--- config.mk ---
export PLATFORM = sky130hd
export DESIGN_NAME = led_scan_sequencer
export DESIGN_NICKNAME = d
export VERILOG_FILES = /design/src/rtl/led_scan_sequencer.sv
export SDC_FILE = /design/constraint.sdc
export NUM_CORES = 1
export LEC_CHECK = 0
export BUFFER_PORTS_ARGS = -buffer_cell sky130_fd_sc_hd__buf_2
export CELL_PAD_IN_SITES_DETAIL_PLACEMENT = 1
export CELL_PAD_IN_SITES_GLOBAL_PLACEMENT = 1
export CORE_MARGIN = 2
export CORE_UTILIZATION = 30
export DETAILED_ROUTE_END_ITERATION = 12
export HOLD_SLACK_MARGIN = 0.08
export PLACE_DENSITY = 0.69
export REMOVE_ABC_BUFFERS = 1
export SLEW_MARGIN = 25
export SYNTH_ARGS = -nofsm -noshare
export SYNTH_HDL_FRONTEND = slang
export SYNTH_SLANG_ARGS = --single-unit
--- constraint.sdc ---
create_clock -name CLK120 -period 3.7 [get_ports CLK120]
set_input_delay 0.74 -clock CLK120 [delete_from_list [all_inputs] [get_ports CLK120]]
set_output_delay 0.74 -clock CLK120 [all_outputs]
set_load 0.02 [all_outputs]
--- src/rtl/led_scan_sequencer.sv ---
// LED calibration flash scheduler for the sde_trigger LED controller.
// Runs a PPS-synchronous pulse-width scan (N steps of M flashes, width
// growing by a fixed increment per step). One-shot software flash requests
// take priority over the scan. The block drives the controller's fire strobe
// and width, and tracks the flash in flight from the controller's busy line.
module led_scan_sequencer #(
    parameter int WIDTH_W      = 8,
    parameter int DELAY_W      = 16,
    parameter int COUNT_W      = 8,
    parameter int BUSY_TIMEOUT = 1024
) (
    input  logic               CLK120,
    input  logic               RESET_N,
    input  logic               PPS,
    input  logic               ENABLE,
    input  logic               START,
    input  logic               ABORT,
    input  logic [WIDTH_W-1:0] CFG_WIDTH0,
    input  logic [WIDTH_W-1:0] CFG_WIDTH_STEP,
    input  logic [COUNT_W-1:0] CFG_NSTEPS,
    input  logic [COUNT_W-1:0] CFG_NFLASH,
    input  logic [DELAY_W-1:0] CFG_DELAY,
    input  logic [DELAY_W-1:0] CFG_GAP,
    input  logic               SW_REQ,
    input  logic [WIDTH_W-1:0] SW_WIDTH,
    input  logic               LED_BUSY,
    output logic               LED_FIRE,
    output logic [WIDTH_W-1:0] LED_WIDTH,
    output logic               LED_SRC,
    output logic               SW_ACK,
    output logic               SCAN_ACTIVE,
    output logic               SCAN_DONE,
    output logic [COUNT_W-1:0] STEP_IDX,
    output logic               ERR
);

    // Timeout counter must be able to hold BUSY_TIMEOUT itself.
    localparam int TO_W = $clog2(BUSY_TIMEOUT + 1);

    localparam logic [2:0] S_IDLE  = 3'd0;
    localparam logic [2:0] S_ARM   = 3'd1;
    localparam logic [2:0] S_DELAY = 3'd2;
    localparam logic [2:0] S_FIRE  = 3'd3;
    localparam logic [2:0] S_WAIT  = 3'd4;
    localparam logic [2:0] S_GAP   = 3'd5;

    logic [2:0]         state_q, state_d;
    logic               pps_prev_q, pps_prev_d;
    logic               busy_prev_q, busy_prev_d;
    logic               fire_prev_q, fire_prev_d;
    logic               sw_pending_q, sw_pending_d;
    logic               inflight_q, inflight_d;
    logic [TO_W-1:0]    timeout_cnt_q, timeout_cnt_d;
    logic               err_q, err_d;
    logic [DELAY_W-1:0] cnt_q, cnt_d;
    logic [COUNT_W-1:0] flash_cnt_q, flash_cnt_d;
    logic [COUNT_W-1:0] step_idx_q, step_idx_d;
    logic [WIDTH_W-1:0] width_q, width_d;
    logic [WIDTH_W-1:0] led_width_q, led_width_d;
    logic               led_src_q, led_src_d;
    logic [WIDTH_W-1:0] cfg_step_q, cfg_step_d;
    logic [COUNT_W-1:0] cfg_nsteps_q, cfg_nsteps_d;
    logic [COUNT_W-1:0] cfg_nflash_q, cfg_nflash_d;
    logic [DELAY_W-1:0] cfg_delay_q, cfg_delay_d;
    logic [DELAY_W-1:0] cfg_gap_q, cfg_gap_d;

    logic               abort_req;
    logic               start_accept;
    logic               grant;
    logic               sw_fire;
    logic               scan_fire;
    logic               led_fire;
    logic               busy_fall;
    logic               timeout_hit;
    logic               scan_done;
    logic [COUNT_W:0]   flash_next;
    logic [COUNT_W:0]   step_next;
    logic [WIDTH_W:0]   width_sum;

    // Fire arbitration: software request wins over a scan fire in the same cycle.
    always_comb begin
        abort_req    = (state_q != S_IDLE) && (ABORT || !ENABLE);
        start_accept = (state_q == S_IDLE) && START && ENABLE &&
                       (CFG_NSTEPS != '0) && (CFG_NFLASH != '0);
        grant        = !inflight_q && !LED_BUSY && !fire_prev_q;
        sw_fire      = sw_pending_q && grant;
        scan_fire    = (state_q == S_FIRE) && !abort_req && grant && !sw_pending_q;
        led_fire     = sw_fire || scan_fire;
    end

    // Presented width/source follow the winning requester and hold afterwards.
    always_comb begin
        led_width_d = led_width_q;
        led_src_d   = led_src_q;
        if (sw_fire) begin
            led_width_d = SW_WIDTH;
            led_src_d   = 1'b1;
        end else if (scan_fire) begin
            led_width_d = width_q;
            led_src_d   = 1'b0;
        end
    end

    // In-flight tracking, busy-timeout detection and the sticky error flag.
    always_comb begin
        busy_fall     = busy_prev_q && !LED_BUSY;
        timeout_hit   = inflight_q && !busy_fall &&
                        (timeout_cnt_q == TO_W'(BUSY_TIMEOUT - 1));
        inflight_d    = inflight_q;
        timeout_cnt_d = timeout_cnt_q;
        if (led_fire) begin
            inflight_d    = 1'b1;
            timeout_cnt_d = TO_W'(1);
        end else if (inflight_q) begin
            if (busy_fall || timeout_hit) begin
                inflight_d = 1'b0;
            end else begin
                timeout_cnt_d = timeout_cnt_q + TO_W'(1);
            end
        end
        err_d        = (err_q && !start_accept) || timeout_hit;
        sw_pending_d = sw_pending_q ? !sw_fire : SW_REQ;
        pps_prev_d   = PPS;
        busy_prev_d  = LED_BUSY;
        fire_prev_d  = led_fire;
    end

    // Scan sequencing: arm on PPS, count delay/gap, fire, wait for completion.
    always_comb begin
        state_d      = state_q;
        cnt_d        = cnt_q;
        flash_cnt_d  = flash_cnt_q;
        step_idx_d   = step_idx_q;
        width_d      = width_q;
        cfg_step_d   = cfg_step_q;
        cfg_nsteps_d = cfg_nsteps_q;
        cfg_nflash_d = cfg_nflash_q;
        cfg_delay_d  = cfg_delay_q;
        cfg_gap_d    = cfg_gap_q;
        scan_done    = 1'b0;
        flash_next   = {1'b0, flash_cnt_q} + (COUNT_W + 1)'(1);
        step_next    = {1'b0, step_idx_q} + (COUNT_W + 1)'(1);
        width_sum    = {1'b0, width_q} + {1'b0, cfg_step_q};

        if (abort_req) begin
            state_d = S_IDLE;
        end else begin
            case (state_q)
                S_IDLE: begin
                    if (start_accept) begin
                        state_d      = S_ARM;
                        step_idx_d   = '0;
                        flash_cnt_d  = '0;
                        width_d      = CFG_WIDTH0;
                        cfg_step_d   = CFG_WIDTH_STEP;
                        cfg_nsteps_d = CFG_NSTEPS;
                        cfg_nflash_d = CFG_NFLASH;
                        cfg_delay_d  = CFG_DELAY;
                        cfg_gap_d    = CFG_GAP;
                    end
                end
                S_ARM: begin
                    if (PPS && !pps_prev_q) begin
                        state_d = S_DELAY;
                        cnt_d   = cfg_delay_q;
                    end
                end
                S_DELAY, S_GAP: begin
                    if (cnt_q == '0) begin
                        state_d = S_FIRE;
                    end else begin
                        cnt_d = cnt_q - DELAY_W'(1);
                    end
                end
                S_FIRE: begin
                    if (scan_fire) begin
                        state_d = S_WAIT;
                    end
                end
                S_WAIT: begin
                    if (!inflight_q) begin
                        if (flash_next < {1'b0, cfg_nflash_q}) begin
                            flash_cnt_d = flash_next[COUNT_W-1:0];
                            cnt_d       = cfg_gap_q;
                            state_d     = S_GAP;
                        end else begin
                            flash_cnt_d = '0;
                            step_idx_d  = step_next[COUNT_W-1:0];
                            width_d     = width_sum[WIDTH_W] ? '1 : width_sum[WIDTH_W-1:0];
                            if (step_next < {1'b0, cfg_nsteps_q}) begin
                                state_d = S_ARM;
                            end else begin
                                scan_done = 1'b1;
                                state_d   = S_IDLE;
                            end
                        end
                    end
                end
                default: state_d = S_IDLE;
            endcase
        end
    end

    // State register bank with asynchronous active-low reset.
    always_ff @(posedge CLK120 or negedge RESET_N) begin
        if (!RESET_N) begin
            state_q       <= S_IDLE;
            pps_prev_q    <= 1'b0;
            busy_prev_q   <= 1'b0;
            fire_prev_q   <= 1'b0;
            sw_pending_q  <= 1'b0;
            inflight_q    <= 1'b0;
            timeout_cnt_q <= '0;
            err_q         <= 1'b0;
            cnt_q         <= '0;
            flash_cnt_q   <= '0;
            step_idx_q    <= '0;
            width_q       <= '0;
            led_width_q   <= '0;
            led_src_q     <= 1'b0;
            cfg_step_q    <= '0;
            cfg_nsteps_q  <= '0;
            cfg_nflash_q  <= '0;
            cfg_delay_q   <= '0;
            cfg_gap_q     <= '0;
        end else begin
            state_q       <= state_d;
            pps_prev_q    <= pps_prev_d;
            busy_prev_q   <= busy_prev_d;
            fire_prev_q   <= fire_prev_d;
            sw_pending_q  <= sw_pending_d;
            inflight_q    <= inflight_d;
            timeout_cnt_q <= timeout_cnt_d;
            err_q         <= err_d;
            cnt_q         <= cnt_d;
            flash_cnt_q   <= flash_cnt_d;
            step_idx_q    <= step_idx_d;
            width_q       <= width_d;
            led_width_q   <= led_width_d;
            led_src_q     <= led_src_d;
            cfg_step_q    <= cfg_step_d;
            cfg_nsteps_q  <= cfg_nsteps_d;
            cfg_nflash_q  <= cfg_nflash_d;
            cfg_delay_q   <= cfg_delay_d;
            cfg_gap_q     <= cfg_gap_d;
        end
    end

    assign LED_FIRE    = led_fire;
    assign LED_WIDTH   = led_width_d;
    assign LED_SRC     = led_src_d;
    assign SW_ACK      = sw_fire;
    assign SCAN_ACTIVE = (state_q != S_IDLE);
    assign SCAN_DONE   = scan_done;
    assign STEP_IDX    = step_idx_q;
    assign ERR         = err_q;

endmodule
==> impl_metrics.toml <==
[cts]
worstSkewPairLatency_ps = 420
cts_hold_bufs = 0
clock_tree_from_tritoncts = "done"
cts_sinks = 125
worst_setup_hold_path_clk_slew_ps = 60
max-clock-path-buffers = 2
numCtsBuffers = 17
cts_max_level = 4
clock_tree.root_cell = "clkbuf_16"

[route]
dr_total_vias = 5454
wl_per_cell_um = 17.0
ant_nets = 0
detail_route.wirelength_mm = 18.1
per_cell_via_count_in_the_routed_design = 5.12
remaining_drc_errors = 0
drt-pass1-iter-count = 4
drtIter0Drc = 207

[final_layout]
postLayoutCellArea_mm2 = 0.00839
layout_common_cells = "dfrtp_1, buf_2, nand2_1"
layout.nets = 880
antenna_diode_count = 0
count_of_fill_cells_added_during_filler_insertion = 2528
fraction_of_layout_cells_with_a_size_suffix_above_1_pct = 31.9
layout.cells.most_common = "dfrtp_1"
synthToLayoutAreaGrowth_pct = 25.4

[critical_path]
reg2reg_from = "flash_cnt_q[3]"
startpoint_type = "flip-flop"
r2r_end = "cnt_q[5]"
critical_path.max_fanout = 3
rrSetupSlack_ps = 470
critical_path_arrival_ps = 2840
timing.reg2reg.worst_path_depth = 11
critical_path.startpoint = "STEP_IDX[1]"
setup.worst_path.end = "SCAN_DONE"
path_class = "flip-flop to output port"
worst-endpoint-required_ps = 2960
endpoint_kind = "output port"

[global_route]
grt.overflow.total = 0
gr-max-usage-layer = "met2"
grtUsageMet3_pct = 3.86
gr-usage-met1_pct = 20.6
grt_antenna_before_repair = 0
groute.usage.overall_pct = 15.7
grt_start_max_net_pins = 60
met2_usage_pct = 24.8
first_pass_grt_wire_length_mm = 29.4
number_of_global_route_vias_before_repair = 5747

[worst_hold_path]
worst_min_delay_path_category = "input port to asynchronous set/reset pin"

[timing]
timing.clock.skew_ps = 9.91
tightestPinTransition_ps = 1020
hold_violation_count_in_the_final_report = 0
slew_viol_final = 0
finalSetupViolations = 0
final_min_period_over_clock_period_pct = 96.8
setup_ws_ps = 120
setup_tns_ps = 0
timing.max_slew.rel_slack_pct = 31.9
tmin_final_ps = 3580
achievable_frequency_ghz = 0.279

[synthesis]
mappedNetlistArea_mm2 = 0.00669
synthesized_instance_count = 662
synth_async_sr_flop_share_pct = 100
share_of_cell_area_taken_by_muxes_after_synthesis_pct = 10.3
synth-xor-area-share_pct = 3.27
netlist-cell-type-count = 61
synthSimpleGateAreaFrac_pct = 14.8
synth_sequential_area_ratio_pct = 46.7
number_of_enable_type_register_cells_in_the_synthesized_netlist = 0
yosys.area_share.adder_pct = 5.16
synth-warning-count = 0
main_flop_type_after_synthesis = "dfrtp_1"
ys_seq_elements = 125
synth_top_family_by_area = "compound AO/OA/AOI/OAI gates"
synth_compound_gate_area_share_pct = 15.5
avg_inst_size_synth_um2 = 10.1

[power_and_ir_drop]
cellPowerDensity_mw_per_mm2 = 763
p_switching_mw = 2.21
seq_power_share_pct = 35.8
power_switching_share_pct = 34.5
ir_worst_vdd_mv = 0.242
leakagePower_nw = 3.83
total_internal_power_mw = 4.19
power.share.clock_pct = 30.4
comb_power_share_pct = 33.8
post-layout-total-power_mw = 6.40

[place]
dp.final_hpwl_mm = 13.0
placement.cell_area_mm2 = 0.00753
placement.setup.worst_slack_ps = 332
routabilityCongestion = 0.805
port_buffers = 101

[floorplanning]
die_area_mm2 = 0.0235
floorplan.core_area_mm2 = 0.0219
pin_count = 102
floorplan.initialDensity_pct = 30.6
die-height_um = 153
placementRows = 54
die_width_um = 153

[status]
outcome = "finished, final reports clean"

[job]
max_cap_violations = 0
## per-stage QoR
| stage | utilization, % | hold WS [ps] | instances |
|---|---|---|---|
| floorplan | - | 444 | 629 |
| global placement | 34.4 | 452 | 1025 |
| detailed placement | 34.4 | 465 | 1025 |
| CTS | 37.8 | 333 | 1060 |
| global route | 38.3 | 355 | 1066 |
| finish | 38.3 | 323 | 1066 |
## power groups by stage
stage	combinational, mW	clock (mW)	sequential [mW]
floorplan	1.60	0	2.17
global placement	2.11	0	2.30
detailed placement	2.16	0	2.31
CTS	2.18	1.99	2.30
global route	2.44	2.05	2.37
finish	2.16	1.94	2.29
## worst max-delay path, stage by stage (launching register included)
cell and delay [ps]:
dfrtp_1 380, ha_2 190, and3_4 210, nand3_2 110
xnor2_1 150, ha_1 320, and3_4 180, a221oi_2 240
o21ai_1 140, a2bb2oi_2 190, and2_4 160, buf_4 150
## area by class of cell
cell class | instances | area (µm²) | share of cell area (%)
clock inverters | 13 | 236 | 2.82
inverters | 33 | 124 | 1.48
clock buffers | 19 | 453 | 5.40
multi-input cells | 471 | 3370 | 40.2
repair buffers | 125 | 716 | 8.53
flip-flops and latches | 125 | 3140 | 37.4
well taps | 280 | 350 | 4.18
## registers in the layout, summed over array words and instances, names as in the netlist, 11 cells and up
register and count:
cfg_delay_q 16, cfg_gap_q 16, cnt_q 16, timeout_cnt_q 11
## layer usage
layer | routed length, µm | share of wire, % | up-vias
met1 | 8440 | 47 | 2726
met5 | 0 | 0 | -
met3 | 726 | 4.0 | 28
met4 | 446 | 2.5 | 0
li1 | - | - | 2609
met2 | 8480 | 47 | 91
## cell usage after synthesis, types with 15 or more instances
cell type | count | share of area (%)
dfrtp_1 | 125 | 47
nand2_1 | 64 | 3.6
mux2_2 | 57 | 9.6
nor2_1 | 44 | 2.5
o21ai_0 | 34 | 2.5
inv_1 | 32 | 1.8
a21oi_1 | 28 | 2.1
ha_1 | 26 | 4.9
nand3_1 | 18 | 1.3
o21ai_1 | 16 | 1.2
clkbuf_1 | 15 | 0.84
xnor2_1 | 15 | 2.0
## cell families (layout without fill, tap and decap cells)
family                   after synthesis  count (layout)
AND/OR/NAND/NOR                      200             200
AO/OA/AOI/OAI                        157             157
flip-flops                           125             125
buffers and inverters                 66             190
multiplexers                          62              62
adder cells (fa/ha/maj)               27              27
XOR/XNOR                              25              25
## worst min path at each step
| stage | start | to | slack [ps] | depth (start not counted) |
|---|---|---|---|---|
| floorplan | RESET_N | ERR | 440 | 0 |
| global placement | led_width_q[5] | led_width_q[5] | 450 | 2 |
| detailed placement | led_width_q[5] | led_width_q[5] | 470 | 2 |
| CTS | RESET_N | width_q[3] | 330 | 1 |
| global route | RESET_N | width_q[3] | 360 | 1 |
| finish | RESET_N | width_q[3] | 320 | 1 |
## what timing repair did
item / CTS / global route
endpoints found under the setup margin: 1 / 1
resized for setup: 7 / 20
pin swaps: 0 / 3
gates cloned: 0 / 0
buffers inserted: 3 / 6
Note: power is estimated with default switching activity, not from simulation.
